## src/rtl/fetch_pkg.sv

```systemverilog
// fetch_pkg: shared types and constants for the instruction-fetch stage.
//   - fetch_state_t : fetch FSM state encoding (BOOT, RUN, IMM, INT_LOAD)
//   - pc_sel_t      : next-PC source chosen by fetch_ctrl
//   - out_sel_t     : IF/ID output register action chosen by fetch_ctrl
//   - addr_sel_t    : instruction memory address source
//   - DEFAULT_RESET_PTR / DEFAULT_INT_PTR : default vector locations
//   - two_word_bit() : bit position of the two-word instruction flag
package fetch_pkg;

  typedef enum logic [1:0] {
    BOOT     = 2'd0,
    RUN      = 2'd1,
    IMM      = 2'd2,
    INT_LOAD = 2'd3
  } fetch_state_t;

  typedef enum logic [1:0] {
    PC_HOLD,
    PC_INC,
    PC_MEM,
    PC_BRANCH
  } pc_sel_t;

  typedef enum logic [2:0] {
    OUT_HOLD,    // keep every IF/ID register
    OUT_BUBBLE,  // o_valid/o_int_taken low, data fields keep last value
    OUT_ONE,     // one-word instruction straight from memory
    OUT_TWO,     // held first word plus immediate from memory
    OUT_INT      // interrupt entry slot carrying the return address
  } out_sel_t;

  typedef enum logic [1:0] {
    ADDR_PC,
    ADDR_RESET,
    ADDR_INT
  } addr_sel_t;

  localparam int DEFAULT_RESET_PTR = 0;
  localparam int DEFAULT_INT_PTR   = 1;

  // The top bit of the first word marks a two-word instruction.
  function automatic int two_word_bit(input int instr_w);
    return instr_w - 1;
  endfunction

endpackage

```

## src/rtl/fetch_ctrl.sv

```systemverilog
// fetch_ctrl: combinational next-state / PC-select priority mux.
// Optional feature macro: FETCH_INTERRUPT_EN (interrupt take and INT_LOAD).
// Ports:
//   i_state        current fetch state
//   i_stall        decode back-pressure
//   i_branch_taken redirect request
//   i_int_req      pending or newly requested interrupt
//   i_two_word     current memory word carries the two-word flag
//   o_next_state   state for the next edge
//   o_pc_sel       next-PC source
//   o_out_sel      IF/ID register action
//   o_addr_sel     instruction memory address source
//   o_hold_en      capture the first word of a two-word instruction
//   o_int_clear    clear the pending interrupt (vector load completes)
module fetch_ctrl
  import fetch_pkg::*;
(
  input  fetch_state_t i_state,
  input  logic         i_stall,
  input  logic         i_branch_taken,
  input  logic         i_int_req,
  input  logic         i_two_word,
  output fetch_state_t o_next_state,
  output pc_sel_t      o_pc_sel,
  output out_sel_t     o_out_sel,
  output addr_sel_t    o_addr_sel,
  output logic         o_hold_en,
  output logic         o_int_clear
);

`ifndef FETCH_INTERRUPT_EN
  logic w_unused_int_req;
  assign w_unused_int_req = i_int_req;
`endif

  always_comb begin
    case (i_state)
      BOOT:     o_addr_sel = ADDR_RESET;
      INT_LOAD: o_addr_sel = ADDR_INT;
      default:  o_addr_sel = ADDR_PC;
    endcase
  end

  // Priority: BOOT > branch > INT_LOAD completion > stall > interrupt take
  // > normal fetch. Reset is handled by the registers in the top.
  always_comb begin
    o_next_state = i_state;
    o_pc_sel     = PC_HOLD;
    o_out_sel    = OUT_HOLD;
    o_hold_en    = 1'b0;
    o_int_clear  = 1'b0;
    if (i_state == BOOT) begin
      o_next_state = RUN;
      o_pc_sel     = PC_MEM;
      o_out_sel    = OUT_BUBBLE;
    end else if (i_branch_taken) begin
      // Discards any half-fetched two-word instruction or vector load.
      o_next_state = RUN;
      o_pc_sel     = PC_BRANCH;
      o_out_sel    = OUT_BUBBLE;
`ifdef FETCH_INTERRUPT_EN
    end else if (i_state == INT_LOAD) begin
      o_next_state = RUN;
      o_pc_sel     = PC_MEM;
      o_out_sel    = OUT_BUBBLE;
      o_int_clear  = 1'b1;
`endif
    end else if (i_stall) begin
      o_next_state = i_state;
`ifdef FETCH_INTERRUPT_EN
    end else if (i_state == RUN && i_int_req) begin
      // PC is left pointing at the instruction that was not executed.
      o_next_state = INT_LOAD;
      o_out_sel    = OUT_INT;
`endif
    end else begin
      case (i_state)
        RUN: begin
          o_pc_sel = PC_INC;
          if (i_two_word) begin
            o_next_state = IMM;
            o_out_sel    = OUT_BUBBLE;
            o_hold_en    = 1'b1;
          end else begin
            o_next_state = RUN;
            o_out_sel    = OUT_ONE;
          end
        end
        IMM: begin
          o_next_state = RUN;
          o_pc_sel     = PC_INC;
          o_out_sel    = OUT_TWO;
        end
        default: begin
          // Only reachable from an unused encoding: recover into RUN.
          o_next_state = RUN;
          o_out_sel    = OUT_BUBBLE;
        end
      endcase
    end
  end

endmodule

```

## src/rtl/fetch_unit.sv

```systemverilog
// fetch_unit: instruction-fetch stage with reset vector, two-word
// instructions, branch redirect, stall and (optionally) vectored interrupts.
// Optional feature macro: FETCH_INTERRUPT_EN. Undefined: i_interrupt is
// ignored and o_int_taken is tied low.
// Ports:
//   i_clk, i_reset          clock, synchronous active-high reset
//   i_stall                 hold PC, state and outputs
//   i_branch_taken/_target  redirect request and address
//   i_interrupt             interrupt request (pulse or level)
//   o_mem_addr, i_mem_data  combinational instruction memory port
//   o_valid, o_instr, o_imm, o_pc, o_int_taken   registered IF/ID outputs
module fetch_unit
  import fetch_pkg::*;
#(
  parameter int                ADDR_W    = 32,
  parameter int                INSTR_W   = 16,
  parameter logic [ADDR_W-1:0] RESET_PTR = ADDR_W'(DEFAULT_RESET_PTR),
  parameter logic [ADDR_W-1:0] INT_PTR   = ADDR_W'(DEFAULT_INT_PTR)
) (
  input  logic               i_clk,
  input  logic               i_reset,
  input  logic               i_stall,
  input  logic               i_branch_taken,
  input  logic [ADDR_W-1:0]  i_branch_target,
  input  logic               i_interrupt,
  output logic [ADDR_W-1:0]  o_mem_addr,
  input  logic [INSTR_W-1:0] i_mem_data,
  output logic               o_valid,
  output logic [INSTR_W-1:0] o_instr,
  output logic [INSTR_W-1:0] o_imm,
  output logic [ADDR_W-1:0]  o_pc,
  output logic               o_int_taken
);

  localparam int                FLAG_BIT = two_word_bit(INSTR_W);
  localparam logic [ADDR_W-1:0] PC_ONE   = ADDR_W'(1);

  fetch_state_t       r_state;
  logic [ADDR_W-1:0]  r_pc;
  logic [INSTR_W-1:0] r_instr_hold;
  logic               r_valid;
  logic [INSTR_W-1:0] r_instr;
  logic [INSTR_W-1:0] r_imm;
  logic [ADDR_W-1:0]  r_out_pc;

  fetch_state_t w_next_state;
  pc_sel_t      w_pc_sel;
  out_sel_t     w_out_sel;
  addr_sel_t    w_addr_sel;
  logic         w_hold_en;
  logic         w_int_clear;
  logic         w_int_req;

  fetch_ctrl u_ctrl (
    .i_state        (r_state),
    .i_stall        (i_stall),
    .i_branch_taken (i_branch_taken),
    .i_int_req      (w_int_req),
    .i_two_word     (i_mem_data[FLAG_BIT]),
    .o_next_state   (w_next_state),
    .o_pc_sel       (w_pc_sel),
    .o_out_sel      (w_out_sel),
    .o_addr_sel     (w_addr_sel),
    .o_hold_en      (w_hold_en),
    .o_int_clear    (w_int_clear)
  );

  always_comb begin
    case (w_addr_sel)
      ADDR_RESET: o_mem_addr = RESET_PTR;
      ADDR_INT:   o_mem_addr = INT_PTR;
      default:    o_mem_addr = r_pc;
    endcase
  end

  always_ff @(posedge i_clk) begin
    if (i_reset) begin
      r_state      <= BOOT;
      r_pc         <= '0;
      r_instr_hold <= '0;
      r_valid      <= 1'b0;
      r_instr      <= '0;
      r_imm        <= '0;
      r_out_pc     <= '0;
    end else begin
      r_state <= w_next_state;
      case (w_pc_sel)
        PC_INC:    r_pc <= r_pc + PC_ONE;
        PC_MEM:    r_pc <= ADDR_W'(i_mem_data);  // zero-extended vector
        PC_BRANCH: r_pc <= i_branch_target;
        default:   r_pc <= r_pc;
      endcase
      if (w_hold_en) begin
        r_instr_hold <= i_mem_data;
      end
      case (w_out_sel)
        OUT_BUBBLE: r_valid <= 1'b0;
        OUT_ONE: begin
          r_valid  <= 1'b1;
          r_instr  <= i_mem_data;
          r_imm    <= '0;
          r_out_pc <= r_pc;
        end
        OUT_TWO: begin
          // PC already advanced past the first word; report its address.
          r_valid  <= 1'b1;
          r_instr  <= r_instr_hold;
          r_imm    <= i_mem_data;
          r_out_pc <= r_pc - PC_ONE;
        end
        OUT_INT: begin
          r_valid  <= 1'b0;
          r_out_pc <= r_pc;
        end
        default: r_valid <= r_valid;
      endcase
    end
  end

`ifdef FETCH_INTERRUPT_EN
  logic r_int_pending;
  logic r_int_taken;

  // A request in the take cycle is served immediately.
  assign w_int_req = r_int_pending | i_interrupt;

  always_ff @(posedge i_clk) begin
    if (i_reset) begin
      r_int_pending <= 1'b0;
      r_int_taken   <= 1'b0;
    end else begin
      if (w_int_clear) begin
        r_int_pending <= 1'b0;
      end else if (i_interrupt) begin
        r_int_pending <= 1'b1;
      end
      case (w_out_sel)
        OUT_HOLD: r_int_taken <= r_int_taken;
        OUT_INT:  r_int_taken <= 1'b1;
        default:  r_int_taken <= 1'b0;
      endcase
    end
  end

  assign o_int_taken = r_int_taken;
`else
  logic w_unused_int;
  assign w_unused_int = i_interrupt | w_int_clear;
  assign w_int_req    = 1'b0;
  assign o_int_taken  = 1'b0;
`endif

  assign o_valid = r_valid;
  assign o_instr = r_instr;
  assign o_imm   = r_imm;
  assign o_pc    = r_out_pc;

endmodule

```

## config.mk

```make
export PLATFORM = sky130hd
export DESIGN_NAME = fetch_unit
export DESIGN_NICKNAME = d
export VERILOG_FILES = /design/src/rtl/fetch_pkg.sv /design/src/rtl/fetch_ctrl.sv /design/src/rtl/fetch_unit.sv
export SDC_FILE = /design/constraint.sdc
export NUM_CORES = 1
export LEC_CHECK = 0
export ABC_AREA = 1
export BUFFER_PORTS_ARGS = -buffer_cell sky130_fd_sc_hd__buf_2
export CAP_MARGIN = 20
export CORE_UTILIZATION = 40
export DETAILED_ROUTE_END_ITERATION = 16
export GPL_TIMING_DRIVEN = 0
export PLACE_DENSITY = 0.61
export SLEW_MARGIN = 30
export SYNTH_ARGS = -nofsm -noshare
export SYNTH_HDL_FRONTEND = slang
export SYNTH_HIERARCHICAL = 1
export SYNTH_SLANG_ARGS = --single-unit
```

## constraint.sdc

```tcl
create_clock -name i_clk -period 2.1 [get_ports i_clk]
set_input_delay 0.105 -clock i_clk [delete_from_list [all_inputs] [get_ports i_clk]]
set_output_delay 0.105 -clock i_clk [all_outputs]
set_load 0.005 [all_outputs]
```

==> results of run 1 <==
-- cell usage in the layout, fill, tap and decap left out, drive strengths merged, types with 12 or more instances in the layout --
cell,count
buf,204
dlygate4sd3,34
clkbuf,48
o21ai,83
a31oi,20
nand2,342
xor2,16
nor2,189
inv,134
a21oi,65
dfxtp,115
nand4,12
nand3,56
-- through the flow --
| step | util (%) | hold WS, ns | std cells | cell area (um2) |
|---|---|---|---|---|
| 3_5_place_dp | 47.6 | 0.372 | 1514 | 8010 |
| 3_3_place_gp | 47.6 | 0.371 | 1514 | 8010 |
| 6_report | 56.3 | 0.0123 | 1597 | 9480 |
| 5_1_grt | 56.3 | 0.0360 | 1597 | 9480 |
| 2_1_floorplan | - | 0.240 | 1147 | 7000 |
| 4_1_cts | 54.4 | 0.00243 | 1589 | 9150 |
-- state kept, by name, summed over array words and instances (netlist names) --
register      flops
o_pc             32
r_pc             32
o_valid           1
r_state           2
o_instr          16
r_instr_hold     16
o_imm            16
-- where the power goes --
part           internal (mW)  switching, mW
Sequential              2.28         0.0590
Combinational          0.504          0.916
Clock                   1.76           1.15
Total                   4.54           2.13
-- what timing repair did --
action	CTS	global route
hold endpoints to repair	43	0
setup buffers	10	8
pin swaps	6	22
gates resized for setup	48	69
hold buffers	34	0
setup endpoints to repair	140	111
-- layout make-up --
cell class | instances | area, um2 | area share (%)
buffer | 69 | 445 | 4.70
tap | 220 | 275 | 2.91
clock inverter | 14 | 155 | 1.64
multi-input combinational | 828 | 4100 | 43.3
sequential | 115 | 2310 | 24.4
timing repair buffer | 199 | 1230 | 13.0
clock buffer | 18 | 429 | 4.53
inverter | 134 | 526 | 5.55
-- worst min-delay path, cell delays in order --
cell,delay [ns]
buf_2,0.16
nand2_1,0.08
a21oi_1,0.05
-- metal layers --
layer,vias up,track usage [%]
li1,4054,-
met1,3730,36.4
met2,308,48.0
met3,52,5.06
met4,0,12.0
met5,-,0
-- final timing paths --
| path | start | to | slack, ns |
|---|---|---|---|
| setup / recovery | r_state[0] | o_pc[19] | -0.007 |
| hold / removal | i_mem_data[4] | o_imm[4] | 0.01 |
| setup reg to reg | r_state[0] | o_pc[19] | -0.007 |
| hold reg to reg | o_imm[13] | o_imm[13] | 0.46 |
==> results.md, run 1 <==
- Dominant delay contributor by cell family on the critical path: simple AND/OR/NAND/NOR gates
- Die area: 18,000 um2
- Number of core rows: 47
- DP Worst Slack: -0.502 ns
- Die Ht: roughly 130 um
- LEAKAGE: 4.47 nW
- Fin nets: between 1k and 1.5k
- Worst path cell trace: inv_4, ha_4, inv_2, nor2_2, nand2_2, nor2_4, nand3_4, nand2_4, buf_8, clkinvlp_4, buf_12, nand2_1, nand3_1, nand2_1, inv_1
- Met3 wire length: 1700 um
- Final setup violation count: 1
- Post-Syn Area: around 7000 um2
- Half-perimeter wire length after placement: 19,200 um
- Final min period: 2.11 ns
- Clk_lat worst skew: 0.43 ns
- Total of max-cap violations: 0
- CTS max path bufs: 2
- Core area: 16,800 um2
- Max-slew headroom: around 50%
- Port Buffers: 147
- Worst hold path depth: 3
- Critical Path Stages: 15
- CTS tree: yes
- Largest net degree at the start of global routing: 17
- Die Wd: about 130 um
- Via count: 8,144
- CP endpoint kind: register
- Share of cells above drive strength 1: 24.0%
- Drt total wl: between 20,000 and 30,000 um
- VDD IR max: 584 uV
- Detail Route met2 WL: 12,000 um
- Upper clock frequency limit: 475 MHz
- Pre-Repair DR Iteration Count: 5
- Crit path DAT: 2.43 ns
- Startpoint types: register
- CP max stage delay: 0.37 ns
- Worst hold path type: primary input to register
- Antenna violations before repair: 0
- Vias in the first global route: 7,431
- Initial DRC Count: ~570
- Worst-path maximum fanout: 6
- Vias per cell: 5.10
- Clk root buf: clkbuf_16
- Power density over the cells: 703 nW/um2
- Fin. Hold Viols: 0
- Failing checks: setup timing
- Clk slew on worst S/H paths: 0.06 ns
- Fill cell count: 1,764
- YS warnings: 6
- Syn Inst Count: 1,147
- Boundary Pins: 151
- Gr usage total: between 20% and 30%
- Worst slew pin tran: 0.757 ns
- Antenna diode count: 0
- Final WS setup: -0.00743 ns
- Clk_skew: 0.00801 ns
- Status: finished, violations left
- Total negative slack: -0.00743 ns
- FF-to-FF path depth: 15
- Period utilization: 100%
- Unrepaired setup endpoints after global routing: true
- Syn_nets: 1,207
- Synthesized area per cell: 6.10 um2
- WP data required: 2.43 ns
- Fin. max-slew vios: 0
- Pwr Total: 6.67 mW
- CTS H-tree depth: 4
- Post-route DRC: 0
- Num Clock Sinks: 115
- CP Buf/Inv Count: 6
- Top sig layer: met4
- First-pass GRT wire length: 39,700 um
- GPL Wtd Cong: 0.906
- Area Overhead vs Synth: 35.5%
- DRT met1 WL: 11,200 um
- Cell mode on critical path: nand2_1
- Routed WL per cell: approximately 16 um
- Total CTS buffers: 17
- Starting Density: 41.6%
- Antenna viol nets, final: 0
- CP max stage cell: dfxtp_4
- Critical path class: register to register
- GR Overflow Total: 0
(Power assumes the default switching activity.)
==> run 2: changes to the inputs <==
--- a/config.mk
+++ b/config.mk
@@ -10,7 +10,7 @@
 export CAP_MARGIN = 20
 export CORE_UTILIZATION = 40
 export DETAILED_ROUTE_END_ITERATION = 16
-export GPL_TIMING_DRIVEN = 0
+export GPL_TIMING_DRIVEN = 1
 export PLACE_DENSITY = 0.61
 export SLEW_MARGIN = 30
 export SYNTH_ARGS = -nofsm -noshare
==> run 2 against run 1 <==
The flow now finishes without violations. Critical endpoint is now o_mem_addr[0]. Largest power group unchanged. Combinational power is 14% lower. Fmax rose by 5.3%. Design area decreased by 3.3%. Non-clock buffer count decreased by 41.
==> results.md, run 2 (synthesized netlist as in run 1, its figures left out) <==
- Status: finished, final reports clean
- Starting Density: 41.6% (unchanged)
- Commonest non-fill, non-tap cell in the layout: nand2_1
- Pwr Total: 6.53 mW (-2.0%)
- Startpoint types: register
- GPL Wtd Cong: 0.912 (+0.57%)
- Antenna diode count: 0 (unchanged)
- Number of core rows: 47 (unchanged)
- Via count: 7,905 (-2.9%)
- Critical path class: register to output pin
- Final min period: 2.00 ns (-0.107 ns)
- Port Buffers: 148 (+0.68%)
- Dominant delay contributor by cell family on the critical path: adder cells
- Final setup violation count: 0 (-1)
- CP max stage delay: 0.33 ns (-0.04 ns)
- Area Overhead vs Synth: 31.1%
- CP Buf/Inv Count: 3 (-3)
- CP endpoint kind: output pin
- Max-slew headroom: 60.4% (+11 points)
- Power density over the cells: 713 nW/um2 (+1.3%)
- Worst slew pin tran: 0.594 ns (-0.163 ns)
- Vias per cell: 5.08 (-0.38%)
- Storage cell area: 2300 um2 (-0.27%)
- LEAKAGE: 4.35 nW (-2.6%)
- Boundary Pins: 151 (unchanged)
- DP Worst Slack: -0.0505 ns (+0.452 ns)
- CP max stage cell: dfxtp_2
- Post-route DRC: 0 (unchanged)
- WP data required: 2.00 ns (-0.43 ns)
- CTS tree: yes
- Clk root buf: clkbuf_16
- Antenna violations before repair: 0 (unchanged)
- First-pass GRT wire length: 37,200 um (-6.3%)
- Worst hold slack: 0.00699 ns (-0.00529 ns)
- Upper clock frequency limit: 500 MHz (+5.3%)
- Vias in the first global route: 7,314 (-1.6%)
- Antenna viol nets, final: 0 (unchanged)
- Clk_lat worst skew: 0.43 ns (about the same)
- Initial DRC Count: 466 (-19%)
- Worst setup startpoint: r_state[0]
- Total of max-cap violations: 0 (unchanged)
- Largest net degree at the start of global routing: 51 (+34)
- Core area: 16,800 um2 (unchanged)
- Die Wd: 134 um (unchanged)
- Fin nets: 1,383 (-2.9%)
- Fin. Hold Viols: 0 (unchanged)
- Num Clock Sinks: 115 (unchanged)
- Worst r2r src: r_state[1]
- Period utilization: 95.3% (-5.1 points)
- CTS H-tree depth: 4 (unchanged)
- Routed WL per cell: 15.3 um (-5.0%)
- Min-delay src: i_mem_data[9]
- Clk slew on worst S/H paths: 0.06 ns (about the same)
- CTS max path bufs: 2 (unchanged)
- VDD IR max: 605 uV (+3.7%)
- Drt total wl: 23,800 um (-7.5%)
- Final instance area: 9170 um2 (-3.3%)
- Placed cell areas: 8030 um2 (+0.30%)
- Die area: 18,000 um2 (unchanged)
- Worst path cell trace: buf_4, ha_1, ha_1, buf_12, nor2_1, a21oi_1, buf_2
- Cell mode on critical path: ha_1
- Total negative slack: 0 ns (+0.00743 ns)
- Share of cells above drive strength 1: 21.6% (-2.4 points)
- Fin. max-slew vios: 0 (unchanged)
- Gr usage total: 26.6% (-2.2 points)
- Fill cell count: 1,781 (+0.96%)
- Worst-path maximum fanout: 33 (+27)
- Most frequent cells in the layout: 336 x nand2_1, 161 x nor2_1, 148 x buf_2
- Final WS setup: 0.0993 ns (+0.107 ns)
- FF-to-FF setup slack: 0.1 ns (+0.11 ns)
- Multi-input logic area: 3980 um2 (-2.9%)
- Worst hold path type: primary input to register
- Half-perimeter wire length after placement: 17,300 um (-9.8%)
- Total CTS buffers: 17 (unchanged)
- GR Overflow Total: 0 (unchanged)
- Crit path DAT: 1.90 ns (-0.53 ns)
- Clk_skew: 0.00744 ns (-0.000566 ns)
- Die Ht: 134 um (unchanged)
- Pre-Repair DR Iteration Count: 6 (+1)
run 2: worst paths after layout:
check / to / cells past startpoint
setup / recovery: o_mem_addr[0] / 7
hold / removal: o_imm[9] / 3
setup reg to reg: o_pc[12] / 14
hold reg to reg: o_imm[15] / 2
run 2: routing by layer:
metal	wire (um)	track usage, %
met5	0	0
met4	663	9.74
met3	1400	5.59
met2	11600	45.8
met1	10200	32.4
run 2: per-stage QoR:
stage,utilization (%),instances
floorplan,-,1147
global placement,47.7,1487
detailed placement,47.7,1487
CTS,53.4,1553
global route,54.5,1556
finish,54.5,1556
run 2: worst register-to-register path, delay by kind of cell, from the launching register on:
family,cells,cell delay [ns]
compound gates,1,0.13
xor+xnor,1,0.15
fa+ha+maj,1,0.25
buf+inv,4,0.28
flops,1,0.33
simple gates,7,0.75
run 2: layout make-up:
class                   instances  share of cell area, %
clock inverters                14                   1.57
clock buffers                  18                   4.79
multi-input cells             828                   43.4
well taps                     220                   3.00
flip-flops and latches        115                   25.1
repair buffers                227                   16.5
inverters                     134                   5.58
run 2: where the power goes:
group          internal [mW]  switching, mW
logic                  0.470          0.745
clock network           1.69           1.19
registers               2.28          0.160
run 2: timing repair:
action                     CTS  global route
setup buffers                0             2
setup endpoints to repair   23            62
pin swaps                    0            10
gates resized for setup      7            33
gates cloned                 0             1
hold endpoints to repair    51             0
hold buffers                34             0
==> run 3: changes to the inputs <==
--- a/config.mk
+++ b/config.mk
@@ -7,10 +7,12 @@
 export LEC_CHECK = 0
 export ABC_AREA = 1
 export BUFFER_PORTS_ARGS = -buffer_cell sky130_fd_sc_hd__buf_2
-export CAP_MARGIN = 20
+export CAP_MARGIN = 25
 export CORE_UTILIZATION = 40
+export CTS_BUF_LIST = sky130_fd_sc_hd__clkbuf_2
 export DETAILED_ROUTE_END_ITERATION = 16
 export GPL_TIMING_DRIVEN = 1
+export MAX_ROUTING_LAYER = met4
 export PLACE_DENSITY = 0.61
 export SLEW_MARGIN = 30
 export SYNTH_ARGS = -nofsm -noshare
==> run 3 against run 2 <==
The flow now finishes with violations (setup timing). Global-route usage rose by 1.2 points. Worst hold slack better by 0.17 ns. Critical endpoint is now o_mem_addr[21]. Combinational power grew 12%. Largest power group is now registers. Critical path depth unchanged. Sequential share of layout area down 1.2 points. Count of clock-buffer cells in the layout down 1. Via count grew 1.5%. Design area is 4.9% higher.
==> results.md, run 3 (synthesized netlist as in run 1, its figures left out) <==
- Status: finished, violations left
- Failing checks: setup timing
- Starting Density: 41.6% (unchanged)
- CTS tree: yes
- Core area: 16,800 um2 (unchanged)
- WP data required: 2.00 ns (about the same)
- Unrepaired setup endpoints after global routing: true
- Clk slew on worst S/H paths: 0.23 ns (+0.17 ns)
- Fin nets: 1,420 (+2.7%)
- Placed cell areas: 8050 um2 (+0.25%)
- Finished Layout Cells: 1,594 (+2.4%)
- Total CTS buffers: 17 (unchanged)
- Cell mode on critical path: ha_4
- CP max stage delay: 0.38 ns (+0.05 ns)
- Die area: 18,000 um2 (unchanged)
- Critical path class: register to output pin
- First-pass GRT wire length: 37,900 um (+1.9%)
- Commonest non-fill, non-tap cell in the layout: nand2_1
- Final core utilization: 57.1% (+2.7 points)
- Startpoint types: register
- GPL Wtd Cong: 0.939 (+3.0%)
- Fin. max-slew vios: 0 (unchanged)
- GR Overflow Total: 0 (unchanged)
- Worst-path maximum fanout: 8 (-76%)
- VDD IR max: 547 uV (-9.7%)
- Inst Count DP: 1,488 (+0.067%)
- Worst hold slack: 0.174 ns (+0.167 ns)
- Port Buffers: 148 (unchanged)
- Pre-Repair DR Iteration Count: 7 (+1)
- Fin. Hold Viols: 0 (unchanged)
- Clk_lat worst skew: 0.71 ns (+0.28 ns)
- Vias in the first global route: 7,401 (+1.2%)
- Fill cell count: 1,723 (-3.3%)
- Boundary Pins: 151 (unchanged)
- Power density over the cells: 542 nW/um2 (-24%)
- Gr usage total: 27.7% (+1.2 points)
- Total negative slack: -4.66 ns (-4.66 ns)
- Die Wd: 134 um (unchanged)
- Post-route DRC: 0 (unchanged)
- Vias per cell: 5.04 (-0.88%)
- Upper clock frequency limit: 449 MHz (-10%)
- Share of cells above drive strength 1: 28.8% (+7.2 points)
- Via count: 8,027 (+1.5%)
- Routed WL per cell: 15.4 um (+0.53%)
- Storage cell area: 2310 um2 (about the same)
- Worst path cell trace: buf_6, ha_4, ha_4, clkbuf_16, nand2_1, inv_1, buf_2
- Num Clock Sinks: 115 (unchanged)
- Max-slew headroom: 57.3% (-3.2 points)
- DP Worst Slack: -0.0365 ns (+0.0141 ns)
- Pwr Total: 5.21 mW (-20%)
- CTS H-tree depth: 4 (unchanged)
- Period utilization: 106% (+11 points)
- Worst slew pin tran: 0.641 ns (+0.0475 ns)
- Antenna violations before repair: 1 (+1)
- Initial DRC Count: 478 (+2.6%)
- Crit path DAT: 2.12 ns (+0.22 ns)
- Drt total wl: 24,500 um (+3.0%)
- Worst hold path type: primary input to register
- Total of max-cap violations: 0 (unchanged)
- Most frequent cells in the layout: 301 x nand2_1, 146 x nor2_1, 146 x buf_2
- Area Overhead vs Synth: 37.4%
- CTS max path bufs: 2 (unchanged)
- Largest net degree at the start of global routing: 51 (unchanged)
- Final instance area: 9610 um2 (+4.9%)
- Final setup violation count: 64 (+64)
- Final min period: 2.23 ns (+0.227 ns)
- CP endpoint kind: output pin
- Final WS setup: -0.128 ns (-0.227 ns)
- Number of core rows: 47 (unchanged)
- LEAKAGE: 4.50 nW (+3.3%)
- Clk_skew: 0.0398 ns (+0.0323 ns)
- Half-perimeter wire length after placement: 17,300 um (-0.22%)
- Antenna viol nets, final: 0 (unchanged)
- Multi-input logic area: 4280 um2 (+7.5%)
- Die Ht: 134 um (unchanged)
- Clk root buf: clkbuf_2
- CP max stage cell: dfxtp_2
run 3: cell count changes in the layout (fill, tap and decap cells not counted), sizes merged:
cell / change
clkinvlp: -1
bufinv: -1
inv: -2
buf: +17
diode: +1
clkinv: +5
dlygate4sd3: +17
clkbuf: +2
run 3: final cells by class:
class / count / share of cell area (%)
multi-input combinational: 828 / 44.5
sequential: 115 / 24.0
timing repair buffer: 264 / 21.0
inverter: 134 / 5.36
tap: 220 / 2.86
clock inverter: 15 / 1.31
clock buffer: 17 / 0.885
antenna: 1 / 0.0260
run 3: per-layer routing:
| metal | vias to the layer above | GRT usage (%) | wire length, um |
|---|---|---|---|
| met2 | 254 | 46.0 | 12000 |
| met4 | 0 | 8.93 | 543 |
| met5 | - | - | 0 |
| met1 | 3687 | 34.1 | 10700 |
| li1 | 4049 | - | - |
| met3 | 37 | 4.95 | 1290 |
run 3: what timing repair did:
item	4_1_cts	5_1_grt
cloned	2	5
resized for setup	51	133
endpoints found under the hold margin	103	0
endpoints found under the setup margin	65	96
setup buffers	4	14
hold buffers	51	0
pin swaps	13	30
run 3: worst paths after layout:
| check | from | to | slack (ns) | depth (start not counted) |
|---|---|---|---|---|
| worst min register to register | o_pc[0] | o_pc[0] | 0.47 | 2 |
| worst max register to register | r_state[1] | o_pc[11] | -0.11 | 19 |
| worst max-delay path | r_state[1] | o_mem_addr[21] | -0.13 | 7 |
| worst min-delay path | i_branch_target[0] | r_pc[0] | 0.17 | 4 |
run 3: where the power goes:
group | internal [mW] | switching (mW)
sequential | 2.28 | 0.174
combinational | 0.569 | 0.806
clock | 0.344 | 1.03
run 3: critical path: cells and delay by family, from the launching register on:
kind | cells | cell delay (ns)
buf+inv | 4 | 0.48
fa+ha+maj | 2 | 0.48
flops | 1 | 0.38
simple gates | 1 | 0.06
